==> config.mk <==
export PLATFORM = sky130hd
export DESIGN_NAME = kernel_result_writer
export DESIGN_NICKNAME = d
export VERILOG_FILES = /design/src/rtl/kernel_pkg.sv /design/src/rtl/result_fifo.sv /design/src/rtl/kernel_result_writer.sv
export SDC_FILE = /design/constraint.sdc
export NUM_CORES = 1
export LEC_CHECK = 0
export BUFFER_PORTS_ARGS = -buffer_cell sky130_fd_sc_hd__buf_2
export CELL_PAD_IN_SITES_DETAIL_PLACEMENT = 1
export CELL_PAD_IN_SITES_GLOBAL_PLACEMENT = 1
export CORE_ASPECT_RATIO = 0.6
export CORE_MARGIN = 3
export CORE_UTILIZATION = 30
export DETAILED_ROUTE_END_ITERATION = 10
export PLACE_DENSITY_LB_ADDON = 0.1
export SLEW_MARGIN = 20
export SYNTH_ARGS = -nofsm -noshare
export SYNTH_HDL_FRONTEND = slang
export SYNTH_SLANG_ARGS = --single-unit
==> constraint.sdc <==
create_clock -name clk -period 2.61 [get_ports clk]
set_clock_uncertainty 0.05 [all_clocks]
set_input_delay 0.522 -clock clk [delete_from_list [all_inputs] [get_ports clk]]
set_output_delay 0.522 -clock clk [all_outputs]
set_load 0.1 [all_outputs]
==> src/rtl/kernel_pkg.sv <==
// -----------------------------------------------------------------------------
// kernel_pkg
// Shared definitions for the kernel write-back path: the writer FSM state
// encoding and the default frame and datapath geometry.
// -----------------------------------------------------------------------------
package kernel_pkg;

    typedef enum logic [1:0] {
        ST_IDLE = 2'd0,
        ST_RUN  = 2'd1,
        ST_DONE = 2'd2
    } kstate_t;

    localparam int K_DATA_W     = 17;     // kernel result width, two's complement
    localparam int K_OUT_W      = 8;      // output pixel width
    localparam int K_ADDR_W     = 16;     // output RAM address width
    localparam int K_FRAME_PIX  = 65536;  // 256x256 frame
    localparam int K_FIFO_DEPTH = 4;      // result buffer entries

endpackage

==> src/rtl/result_fifo.sv <==
// -----------------------------------------------------------------------------
// result_fifo
// Small synchronous FIFO that buffers pixels between the kernel result strobe
// and the output RAM write port.
//
// Ports:
//   clk    in   rising-edge clock
//   n_rst  in   asynchronous active-low reset
//   flush  in   empty the FIFO (has priority over push/pop)
//   push   in   write din at the tail
//   pop    in   drop the head entry
//   din    in   W-bit data to push
//   dout   out  W-bit head entry
//   full   out  all DEPTH entries occupied
//   empty  out  no entries occupied
//
// A push while full is accepted only when a pop happens in the same cycle.
// Storage is reset so that dout reads zero straight out of reset.
// -----------------------------------------------------------------------------
module result_fifo
    import kernel_pkg::*;
#(
    parameter int W     = K_OUT_W,
    parameter int DEPTH = K_FIFO_DEPTH
) (
    input  logic         clk,
    input  logic         n_rst,
    input  logic         flush,
    input  logic         push,
    input  logic         pop,
    input  logic [W-1:0] din,
    output logic [W-1:0] dout,
    output logic         full,
    output logic         empty
);

    localparam int AW = $clog2(DEPTH);

    logic [W-1:0]  mem [DEPTH];
    logic [AW-1:0] wr_ptr;
    logic [AW-1:0] rd_ptr;
    logic [AW:0]   count;
    logic          push_ok;
    logic          pop_ok;

    assign full    = (count == (AW+1)'(DEPTH));
    assign empty   = (count == '0);
    assign dout    = mem[rd_ptr];
    assign pop_ok  = pop && !empty;
    assign push_ok = push && (!full || pop_ok);

    always_ff @(posedge clk or negedge n_rst) begin
        if (!n_rst) begin
            wr_ptr <= '0;
            rd_ptr <= '0;
            count  <= '0;
            for (int i = 0; i < DEPTH; i++) begin
                mem[i] <= '0;
            end
        end else if (flush) begin
            wr_ptr <= '0;
            rd_ptr <= '0;
            count  <= '0;
        end else begin
            if (push_ok) begin
                mem[wr_ptr] <= din;
                wr_ptr      <= wr_ptr + AW'(1);
            end
            if (pop_ok) begin
                rd_ptr <= rd_ptr + AW'(1);
            end
            case ({push_ok, pop_ok})
                2'b10:   count <= count + (AW+1)'(1);
                2'b01:   count <= count - (AW+1)'(1);
                default: count <= count;
            endcase
        end
    end

endmodule

==> src/rtl/kernel_result_writer.sv <==
// -----------------------------------------------------------------------------
// kernel_result_writer
// Write-back end of the 3x3 filter pipeline. Takes the per-pixel result strobes
// of the kernel engine, buffers them, optionally clamps them to the pixel range
// and writes them sequentially into the output frame RAM starting at address 0.
//
// Ports:
//   clk         in   rising-edge clock
//   n_rst       in   asynchronous active-low reset
//   start       in   pulse: begin a new frame (ignored while busy)
//   in_valid    in   result strobe from the kernel engine (cannot be stalled)
//   in_data     in   DATA_W-bit kernel result
//   in_ready    out  status: buffer not full
//   wr_ready    in   RAM accepts a write this cycle
//   wr_en       out  RAM write enable
//   wr_addr     out  ADDR_W-bit RAM write address
//   wr_data     out  OUT_W-bit RAM write data
//   busy        out  frame in progress
//   frame_done  out  pulse one cycle after the last pixel of the frame is written
//   overflow    out  sticky: a result was dropped during the frame
//
// Build option: define KERNEL_WR_CLAMP_EN to saturate the signed result into
// 0..2**OUT_W-1; otherwise the low OUT_W bits are written.
// -----------------------------------------------------------------------------
module kernel_result_writer
    import kernel_pkg::*;
#(
    parameter int DATA_W     = K_DATA_W,
    parameter int OUT_W      = K_OUT_W,
    parameter int ADDR_W     = K_ADDR_W,
    parameter int FRAME_PIX  = K_FRAME_PIX,
    parameter int FIFO_DEPTH = K_FIFO_DEPTH
) (
    input  logic              clk,
    input  logic              n_rst,
    input  logic              start,
    input  logic              in_valid,
    input  logic [DATA_W-1:0] in_data,
    output logic              in_ready,
    input  logic              wr_ready,
    output logic              wr_en,
    output logic [ADDR_W-1:0] wr_addr,
    output logic [OUT_W-1:0]  wr_data,
    output logic              busy,
    output logic              frame_done,
    output logic              overflow
);

    localparam int CNT_W = $clog2(FRAME_PIX) + 1;
    localparam logic [CNT_W-1:0] LAST_CNT = CNT_W'(FRAME_PIX - 1);

    kstate_t          state;
    logic [CNT_W-1:0] pix_cnt;
    logic [OUT_W-1:0] pix_in;
    logic [OUT_W-1:0] fifo_dout;
    logic             fifo_full;
    logic             fifo_empty;
    logic             fifo_push;
    logic             fifo_flush;
    logic             in_run;
    logic             accept;
    logic             last_wr;
    logic             start_run;

`ifdef KERNEL_WR_CLAMP_EN
    localparam logic signed [DATA_W-1:0] PIX_MAX = DATA_W'((1 << OUT_W) - 1);

    function automatic logic [OUT_W-1:0] clamp_pix(input logic signed [DATA_W-1:0] d);
        if (d < 0) begin
            return '0;
        end else if (d > PIX_MAX) begin
            return '1;
        end else begin
            return d[OUT_W-1:0];
        end
    endfunction

    assign pix_in = clamp_pix(in_data);
`else
    logic unused_in_hi;

    assign pix_in       = in_data[OUT_W-1:0];
    assign unused_in_hi = ^in_data[DATA_W-1:OUT_W];
`endif

    assign in_run    = (state == ST_RUN);
    assign wr_en     = in_run && !fifo_empty;
    assign accept    = wr_en && wr_ready;
    assign last_wr   = accept && (pix_cnt == LAST_CNT);
    assign start_run = start && !in_run;

    // A full buffer still takes a strobe when the head leaves in the same cycle.
    // Strobes arriving with the final write belong to no frame and are dropped.
    assign fifo_push  = in_run && in_valid && (!fifo_full || accept) && !last_wr;
    assign fifo_flush = start_run || last_wr;

    assign wr_data  = fifo_dout;
    assign in_ready = !fifo_full;
    assign busy     = in_run;

    result_fifo #(
        .W     (OUT_W),
        .DEPTH (FIFO_DEPTH)
    ) u_fifo (
        .clk   (clk),
        .n_rst (n_rst),
        .flush (fifo_flush),
        .push  (fifo_push),
        .pop   (accept),
        .din   (pix_in),
        .dout  (fifo_dout),
        .full  (fifo_full),
        .empty (fifo_empty)
    );

    always_ff @(posedge clk or negedge n_rst) begin
        if (!n_rst) begin
            state      <= ST_IDLE;
            pix_cnt    <= '0;
            wr_addr    <= '0;
            overflow   <= 1'b0;
            frame_done <= 1'b0;
        end else begin
            frame_done <= last_wr;
            case (state)
                ST_IDLE, ST_DONE: begin
                    if (start) begin
                        state    <= ST_RUN;
                        pix_cnt  <= '0;
                        wr_addr  <= '0;
                        overflow <= 1'b0;
                    end
                end
                ST_RUN: begin
                    if (in_valid && fifo_full && !accept) begin
                        overflow <= 1'b1;
                    end
                    if (accept) begin
                        // Address stops at the last pixel instead of wrapping.
                        if (pix_cnt == LAST_CNT) begin
                            state <= ST_DONE;
                        end else begin
                            pix_cnt <= pix_cnt + CNT_W'(1);
                            wr_addr <= wr_addr + ADDR_W'(1);
                        end
                    end
                end
                default: state <= ST_IDLE;
            endcase
        end
    end

endmodule
==> qor_table.md, run 1 <==
| Result | Value |
| --- | --- |
| Status | completed |
| Critical path class | reg -> reg |
| Ys async rst share | 1.00 |
| Achievable clock frequency | 0.404 GHz |
| Areal power density over the cells | 1290 mW/mm2 |
| Post-route clock period utilization | 0.949 |
| Critical path, cell by cell | and3_1 -> nand3_2 -> nor3_4 -> ha_1 -> and4bb_4 -> a21oi_4 -> buf_12 -> or4_1 -> a21oi_2 |
| IO Pins | 51 |
| Net switching power | 2960 uW |
| Required time worst endpoint | 2830 ps |
| Number of diodes added for antenna fixing | 0 |
| Crit end category | flop |
| Gp weighted congestion | 0.721 |
| Largest net degree at the start of global routing | 42 |
| Met3 Usage GRT | 0.0400 |
| Share of final-layout standard cells stronger than drive strength 1 | 0.336 |
| Number of antenna violations at the first check in global routing | 0 |
| Average detailed-routed wire length per instance | 17.9 um |
| Share of Yosys cell area claimed by the top area cell type | 0.488 |
| Final-layout setup total negative slack | 0 ps |
| First-pass GRT wire length | 16900 um |
| Number of setup violations in the final report | 0 |
| Number of vias in the routed layout | 2899 |
| Count of flip-flops with a built-in enable after synthesis | 0 |
| CTS HTree Levels | 3 |
| Number of buffers between clock root and the deepest sink | 2 |
| TritonCTS clock tree | built |
| Clock tree root buffer cell | sky130_fd_sc_hd__clkbuf_16 |
| Area inside the core boundary | 0.0124 mm2 |
| Starting DRC count in detailed routing | 131 |
| Shortest clock period the worst path allows after layout | 2480 ps |
| Distinct cell type count of the synthesized netlist | 53 |
| Worst-path maximum fanout | 39 |
| Class of the worst hold path | in -> async |
| Die height | 94.2 um |
| Clock transition at the register clock pins on the worst setup and hold paths after CTS | 60 ps |
| Max rail drop VDD | 575 uV |
| Non-Filler Cell Area, Final | 0.00467 mm2 |
| Seq/Total Area, Yosys | 0.488 |
| Share of total power consumed by net switching | 0.490 |
| Post-Syn Instances | 337 |
| Clock latency on the worst-skew pair | 340 ps |
| Met1 usage in global routing | 0.226 |
| Slowest-stage cell, CP | sky130_fd_sc_hd__or4_1 |
| Horizontal die dimension | 153 um |
| Number of buffers inserted for hold repair after clock tree synthesis | 0 |
| Die outline area | 0.0144 mm2 |
| Synthesis-to-finish area growth | 20.0% |
| CP Data Arrival Time | 2690 ps |
| Inserted Clock Buffers | 9 |
| Cell internal power dissipation | 3080 uW |
| # fillers | 1371 |
| Transition time at the pin with the least slew margin | 541 ps |
| Clock power frac | 0.198 |
| First-pass DRT Iterations | 4 |
| Logic gate share of total power | 0.487 |
| Standard-cell row count | 31 |
| Post-route antenna net violation count | 0 |
| Nets | 421 |
| HPWL after DPL | 7150 um |
| Area of the mapped netlist | 0.00389 mm2 |
| GRT overflow | 0 |
| Rel. slew slack | 0.640 |
| Synthesized Nets | 367 |
| Pleak | 0.00200 uW |
| Routing usage on met2 | 0.212 |
| Buffers on Ports | 41 |
| Area leader, netlist | sky130_fd_sc_hd__dfrtp_1 |
| Reg power frac | 0.316 |
| Average vias per placed instance | 5.17 |
| Peak per-stage delay on the critical path | 540 ps |
| RSZ-0062 raised after global routing | false |
| Max-cap violations | 0 |
| Final hold violations | 0 |
| Setup crit start kind | flop |
| Syn avg cell area | 11.6 um2 |
| Initial core utilization | 0.315 |
| Top post-synthesis cells by area | sky130_fd_sc_hd__dfrtp_1 (49%), sky130_fd_sc_hd__mux2_2 (9.3%), sky130_fd_sc_hd__mux4_2 (4.6%) |
| Remaining routing DRC violations | 0 |
| Routed wire length | 10000 um |
| Synthesis warning total | 0 |
| Vias in the first global route | 3051 |
| Area after DPL | 0.00435 mm2 |
| Top_reg_cell synth | sky130_fd_sc_hd__dfrtp_1 |
| Count of state elements after synthesis | 76 |
| Sinks on Clock Net | 76 |
| Total Routing Usage GR | 0.150 |
| Busiest grt layer | met1 |
| Max-slew violation count | 0 |
## final timing paths
| path | start | endpoint | slack, ps | cells past startpoint |
|---|---|---|---|---|
| max | pix_cnt[10]$_DFFE_PN0P_ | wr_addr[7]$_DFFE_PN0P_ | 130 | 9 |
| min | n_rst | pix_cnt[7]$_DFFE_PN0P_ | 120 | 1 |
| max reg2reg | pix_cnt[10]$_DFFE_PN0P_ | wr_addr[7]$_DFFE_PN0P_ | 130 | 9 |
| min reg2reg | u_fifo.mem[10]$_DFFE_PN0P_ | u_fifo.mem[10]$_DFFE_PN0P_ | 450 | 1 |
| max in group asynchronous | n_rst | u_fifo.rd_ptr[1]$_DFFE_PN0P_ | 1790 | 2 |
| min in group clk | start | state[1]$_DFFE_PN0P_ | 380 | 2 |
## layout by cell type (no fill, tap or decap), types with 5 or more instances in the layout
cell                        instances
sky130_fd_sc_hd__or4_1             15
sky130_fd_sc_hd__nand2_1           23
sky130_fd_sc_hd__nor2_1            11
sky130_fd_sc_hd__xnor2_1            6
sky130_fd_sc_hd__buf_2             40
sky130_fd_sc_hd__buf_4             15
sky130_fd_sc_hd__nand4_1            5
sky130_fd_sc_hd__clkbuf_16          9
sky130_fd_sc_hd__nand3_2            5
sky130_fd_sc_hd__mux4_2             8
sky130_fd_sc_hd__nand3_1           18
sky130_fd_sc_hd__dfrtp_1           75
sky130_fd_sc_hd__inv_1              9
sky130_fd_sc_hd__a21oi_1           20
sky130_fd_sc_hd__nand2b_1           5
sky130_fd_sc_hd__ha_1               6
sky130_fd_sc_hd__o31ai_1           15
sky130_fd_sc_hd__or3_1              6
sky130_fd_sc_hd__mux2_2            32
sky130_fd_sc_hd__o21ai_0           11
## routing by layer
layer | vias to the layer above | share of wire
li1 | 1377 | -
met1 | 1482 | 0.54
met2 | 32 | 0.42
met3 | 8 | 0.029
met4 | 0 | 0.0076
met5 | - | 0
## synth_stat cells (all sizes together), types with 2 or more instances
| cell type | number |
|---|---|
| dfrtp | 76 |
| mux2 | 32 |
| a21oi | 24 |
| nand3 | 24 |
| nand2 | 23 |
| o31ai | 15 |
| or4 | 15 |
| buf | 11 |
| nor2 | 11 |
| o21ai | 11 |
| inv | 10 |
| mux4 | 8 |
| ha | 7 |
| nand4 | 6 |
| or3 | 6 |
| xnor2 | 6 |
| nand2b | 5 |
| nor3 | 5 |
| and3 | 4 |
| nor4 | 4 |
| and4 | 3 |
| clkbuf | 3 |
| nor3b | 3 |
| and3b | 2 |
| mux2i | 2 |
| nand3b | 2 |
| o2111ai | 2 |
| xor2 | 2 |
## cell type report
class                      count  area [um2]  area share
clock inverter                 7        58.8      0.0126
tap                          165         206      0.0442
clock buffer                   9         225      0.0482
inverter                      10        37.5     0.00804
timing repair buffer          57         353      0.0755
multi-input combinational    237        1890       0.404
sequential                    76        1900       0.407
## critical path: cells and delay by family (launching register included)
| kind | cells | cell delay, ps |
|---|---|---|
| DFF | 1 | 420 |
| buffers and inverters | 1 | 190 |
| and+or+nand+nor | 5 | 1300 |
| adders and majority gates | 1 | 210 |
| AOI/OAI and AO/OA | 2 | 220 |
## kinds of logic (layout without fill, tap and decap cells)
kind of cell             Yosys count  after routing  share of synthesized area
AND/OR/NAND/NOR                  119            119                      0.188
flip-flops                        76             76                      0.488
AO/OA/AOI/OAI                     60             60                     0.0999
multiplexers                      42             42                      0.144
buffers and inverters             24             83                     0.0344
adder cells (fa/ha/maj)            8              8                     0.0276
XOR/XNOR                           8              8                     0.0180
## timing repair
item,4_1_cts,5_1_grt
gates cloned,0,0
resized for setup,1,6
setup endpoints to repair,1,26
setup buffers,0,1
## power by group through the flow
stage	Clock [uW]	Combinational (uW)	Sequential [uW]
6_report	1190	2940	1910
2_1_floorplan	0	2210	2110
4_1_cts	1240	2980	1910
3_5_place_dp	0	2960	1930
3_3_place_gp	0	2900	1900
5_1_grt	1300	3120	1970
## through the flow
step           hold slack (ps)   util  setup WS, ps  cells  total power (uW)
6_report                   118  0.377           134    561              6030
5_1_grt                    156  0.377          9.35    561              6390
4_1_cts                    137  0.375          52.5    560              6130
3_5_place_dp               443  0.352          46.2    544              4890
3_3_place_gp               432  0.352           108    544              4800
2_1_floorplan              176      -           172    337              4320
## sequential cells by signal, summed over array words and instances, names as in the netlist
| signal | cells |
|---|---|
| u_fifo.mem | 32 |
| u_fifo.rd_ptr | 2 |
| u_fifo.wr_ptr | 2 |
| u_fifo.count | 3 |
| overflow | 1 |
| state | 2 |
| frame_done | 1 |
| wr_addr | 16 |
| pix_cnt | 17 |
Power figures use the tool's default switching activity.
==> run 2, diff against run 1 <==
--- a/config.mk
+++ b/config.mk
@@ -5,14 +5,12 @@
 export SDC_FILE = /design/constraint.sdc
 export NUM_CORES = 1
 export LEC_CHECK = 0
+export ABC_AREA = 0
 export BUFFER_PORTS_ARGS = -buffer_cell sky130_fd_sc_hd__buf_2
-export CELL_PAD_IN_SITES_DETAIL_PLACEMENT = 1
-export CELL_PAD_IN_SITES_GLOBAL_PLACEMENT = 1
 export CORE_ASPECT_RATIO = 0.6
 export CORE_MARGIN = 3
 export CORE_UTILIZATION = 30
 export DETAILED_ROUTE_END_ITERATION = 10
-export PLACE_DENSITY_LB_ADDON = 0.1
 export SLEW_MARGIN = 20
 export SYNTH_ARGS = -nofsm -noshare
 export SYNTH_HDL_FRONTEND = slang
==> constraint.sdc (replaced) <==
create_clock -name clk -period 2.28 [get_ports clk]
set_clock_uncertainty 0.05 [all_clocks]
set_input_delay 0.456 -clock clk [delete_from_list [all_inputs] [get_ports clk]]
set_output_delay 0.456 -clock clk [all_outputs]
set_load 0.1 [all_outputs]
==> run 2 against run 1 <==
The flow now finishes with violations (setup timing). Sequential power is 14% higher. Wire length is 3.7% lower. Clock power is 13% higher. Via count is 3.8% higher. Worst setup slack worse by 170 ps. Largest cell class is now multi-input gates. Sequential share of layout area is 2.2 points lower. Cell count is 3.6% higher. Die area stayed put.
==> qor_table.md, run 2 (same netlist as run 1, synthesis figures left out) <==
| Result | Value | Delta |
| --- | --- | --- |
| Gp weighted congestion | 0.779 | +8.0% |
| Non-Filler Cell Area, Final | 0.00493 mm2 | +5.6% |
| Combined area of the multi-input logic cells | 0.00195 mm2 | +3.4% |
| Pleak | 0.00213 uW | +6.7% |
| CTS HTree Levels | 3 | unchanged |
| Number of vias in the routed layout | 3010 | +3.8% |
| IO Pins | 51 | unchanged |
| Most used cells in the layout excluding fill and tap cells | sky130_fd_sc_hd__dfrtp_1 (76), sky130_fd_sc_hd__buf_4 (41), sky130_fd_sc_hd__mux2_2 (32), sky130_fd_sc_hd__buf_2 (31), sky130_fd_sc_hd__nand2_1 (23) |  |
| Vias in the first global route | 3078 | +0.88% |
| RSZ-0062 raised after global routing | true |  |
| Die height | 94.2 um | unchanged |
| Setup slack at placement | -89.6 ps | -136 ps |
| GRT overflow | 0 | unchanged |
| Peak per-stage delay on the critical path | 500 ps | -40 ps |
| Max rail drop VDD | 627 uV | +9.1% |
| Synthesis-to-finish area growth | 26.7% |  |
| Average detailed-routed wire length per instance | 16.7 um | -7.0% |
| Max-cap violations | 0 | unchanged |
| Die outline area | 0.0144 mm2 | unchanged |
| Area after DPL | 0.00449 mm2 | +3.2% |
| Number of buffers between clock root and the deepest sink | 2 | unchanged |
| Initial core utilization | 0.315 | unchanged |
| Final hold violations | 0 | unchanged |
| Largest register FFs | 32 | unchanged |
| Share of final-layout standard cells stronger than drive strength 1 | 0.389 | +0.0536 |
| Most common cell after layout, fill and taps aside | sky130_fd_sc_hd__dfrtp_1 |  |
| Rel. slew slack | 0.603 | -0.0365 |
| Worst-path maximum fanout | 19 | -51% |
| Critical path, cell by cell | ha_2 -> nand4_4 -> nor3_4 -> ha_2 -> and4bb_4 -> a21oi_4 -> buf_12 -> or4_1 -> a21oi_1 |  |
| Clock tree root buffer cell | sky130_fd_sc_hd__clkbuf_16 |  |
| Clock transition at the register clock pins on the worst setup and hold paths after CTS | 60 ps | about the same |
| Max-slew violation count | 0 | unchanged |
| Routed wire length | 9680 um | -3.7% |
| Area inside the core boundary | 0.0124 mm2 | unchanged |
| Post-route clock period utilization | 1.02 | +0.0669 |
| Number of antenna violations at the first check in global routing | 0 | unchanged |
| Total design power | 7160 uW | +19% |
| Areal power density over the cells | 1450 mW/mm2 | +12% |
| Standard-cell row count | 31 | unchanged |
| Bufs and invs on worst path | 1 | unchanged |
| Registers with the most flip-flops | u_fifo.mem (32), pix_cnt (17), wr_addr (16) |  |
| Shortest clock period the worst path allows after layout | 2320 ps | -161 ps |
| Largest net degree at the start of global routing | 44 | +4.8% |
| Status | finished, violations left |  |
| Register with the most flip-flops | u_fifo.mem |  |
| Average vias per placed instance | 5.18 | +0.25% |
| Required time worst endpoint | 2490 ps | -340 ps |
| Remaining routing DRC violations | 0 | unchanged |
| Worst hold margin | 78.0 ps | -39.6 ps |
| HPWL after DPL | 6600 um | -7.7% |
| Crit end category | flop |  |
| Total Routing Usage GR | 0.138 | -0.0123 |
| CP Data Arrival Time | 2530 ps | -160 ps |
| Clock latency on the worst-skew pair | 340 ps | about the same |
| First-pass GRT wire length | 15900 um | -5.9% |
| Class of the worst hold path | in -> async |  |
| Sequential cell area | 0.00190 mm2 | about the same |
| Nets | 441 | +4.8% |
| First-pass DRT Iterations | 4 | unchanged |
| Dominant delay contributor by cell family on the critical path | simple AND/OR/NAND/NOR gates |  |
| Critical path class | reg -> reg |  |
| Inserted Clock Buffers | 9 | unchanged |
| TritonCTS clock tree | built |  |
| Number of diodes added for antenna fixing | 0 | unchanged |
| # fillers | 1170 | -15% |
| Number of setup violations in the final report | 2 | +2 |
| Failing checks | setup timing |  |
| Slowest-stage cell, CP | sky130_fd_sc_hd__or4_1 |  |
| Sinks on Clock Net | 76 | unchanged |
| Achievable clock frequency | 0.432 GHz | +6.9% |
| Buffers on Ports | 41 | unchanged |
| Transition time at the pin with the least slew margin | 596 ps | +54.8 ps |
| Horizontal die dimension | 153 um | unchanged |
| Starting DRC count in detailed routing | 174 | +33% |
| Post-route antenna net violation count | 0 | unchanged |
| Least setup slack across all paths after layout | -35.7 ps | -169 ps |
| Dominant cell type by count on the critical path | sky130_fd_sc_hd__ha_2 |  |
| Setup crit start kind | flop |  |
-- run 2: layout make-up --
class | count | area share
Clock buffer | 13 | 0.0528
Clock inverter | 3 | 0.00431
Inverter | 10 | 0.00761
Multi-Input combinational cell | 237 | 0.395
Sequential cell | 76 | 0.386
Tap cell | 165 | 0.0419
Timing Repair Buffer | 77 | 0.112
-- run 2: power breakdown --
group	total [uW]	switching (uW)	internal (uW)
Clock	1350	551	797
Combinational	3640	2460	1180
Sequential	2180	373	1810
-- run 2: worst reg2reg max path, delay by kind of cell (launching register included) --
family	cells	cell delay [ps]
and+or+nand+nor	4	1000
buffers and inverters	1	160
AOI/OAI and AO/OA	2	240
DFF	1	390
adders and majority gates	2	400
-- run 2: timing repair --
| action | 4_1_cts | 5_1_grt |
|---|---|---|
| hold buffers | 0 | 0 |
| gates resized for setup | 15 | 12 |
| pin swaps | 3 | 6 |
| setup endpoints to repair | 25 | 71 |
| buffers inserted | 1 | 2 |
| gates cloned | 1 | 0 |
-- run 2: stage by stage --
| step | TNS [ps] | util | cells |
|---|---|---|---|
| 2_1_floorplan | -89.5 | - | 337 |
| 4_1_cts | -19.7 | 0.393 | 579 |
| 5_1_grt | -1380 | 0.399 | 581 |
| 3_5_place_dp | -698 | 0.363 | 561 |
| 3_3_place_gp | -210 | 0.363 | 561 |
| 6_report | -55.9 | 0.399 | 581 |
-- run 2: final timing paths --
| path | from | end | slack (ps) | cells past startpoint |
|---|---|---|---|---|
| worst max-delay path | pix_cnt[0]$_DFFE_PN0P_ | wr_addr[15]$_DFFE_PN0P_ | -40 | 9 |
| worst min-delay path | n_rst | u_fifo.count[0]$_DFFE_PN0P_ | 80 | 1 |
| worst max register to register | pix_cnt[0]$_DFFE_PN0P_ | wr_addr[15]$_DFFE_PN0P_ | -40 | 9 |
| worst min register to register | u_fifo.mem[11]$_DFFE_PN0P_ | u_fifo.mem[11]$_DFFE_PN0P_ | 450 | 1 |
| max in group asynchronous | n_rst | pix_cnt[0]$_DFFE_PN0P_ | 1530 | 2 |
| min in group clk | start | state[1]$_DFFE_PN0P_ | 310 | 2 |
-- run 2: routing by layer --
metal	track usage	vias up	routed length (um)
met2	0.212	66	4390
met1	0.196	1516	4790
met3	0.0313	6	431
li1	-	1422	-
met4	0.0378	0	73
met5	0	-	0
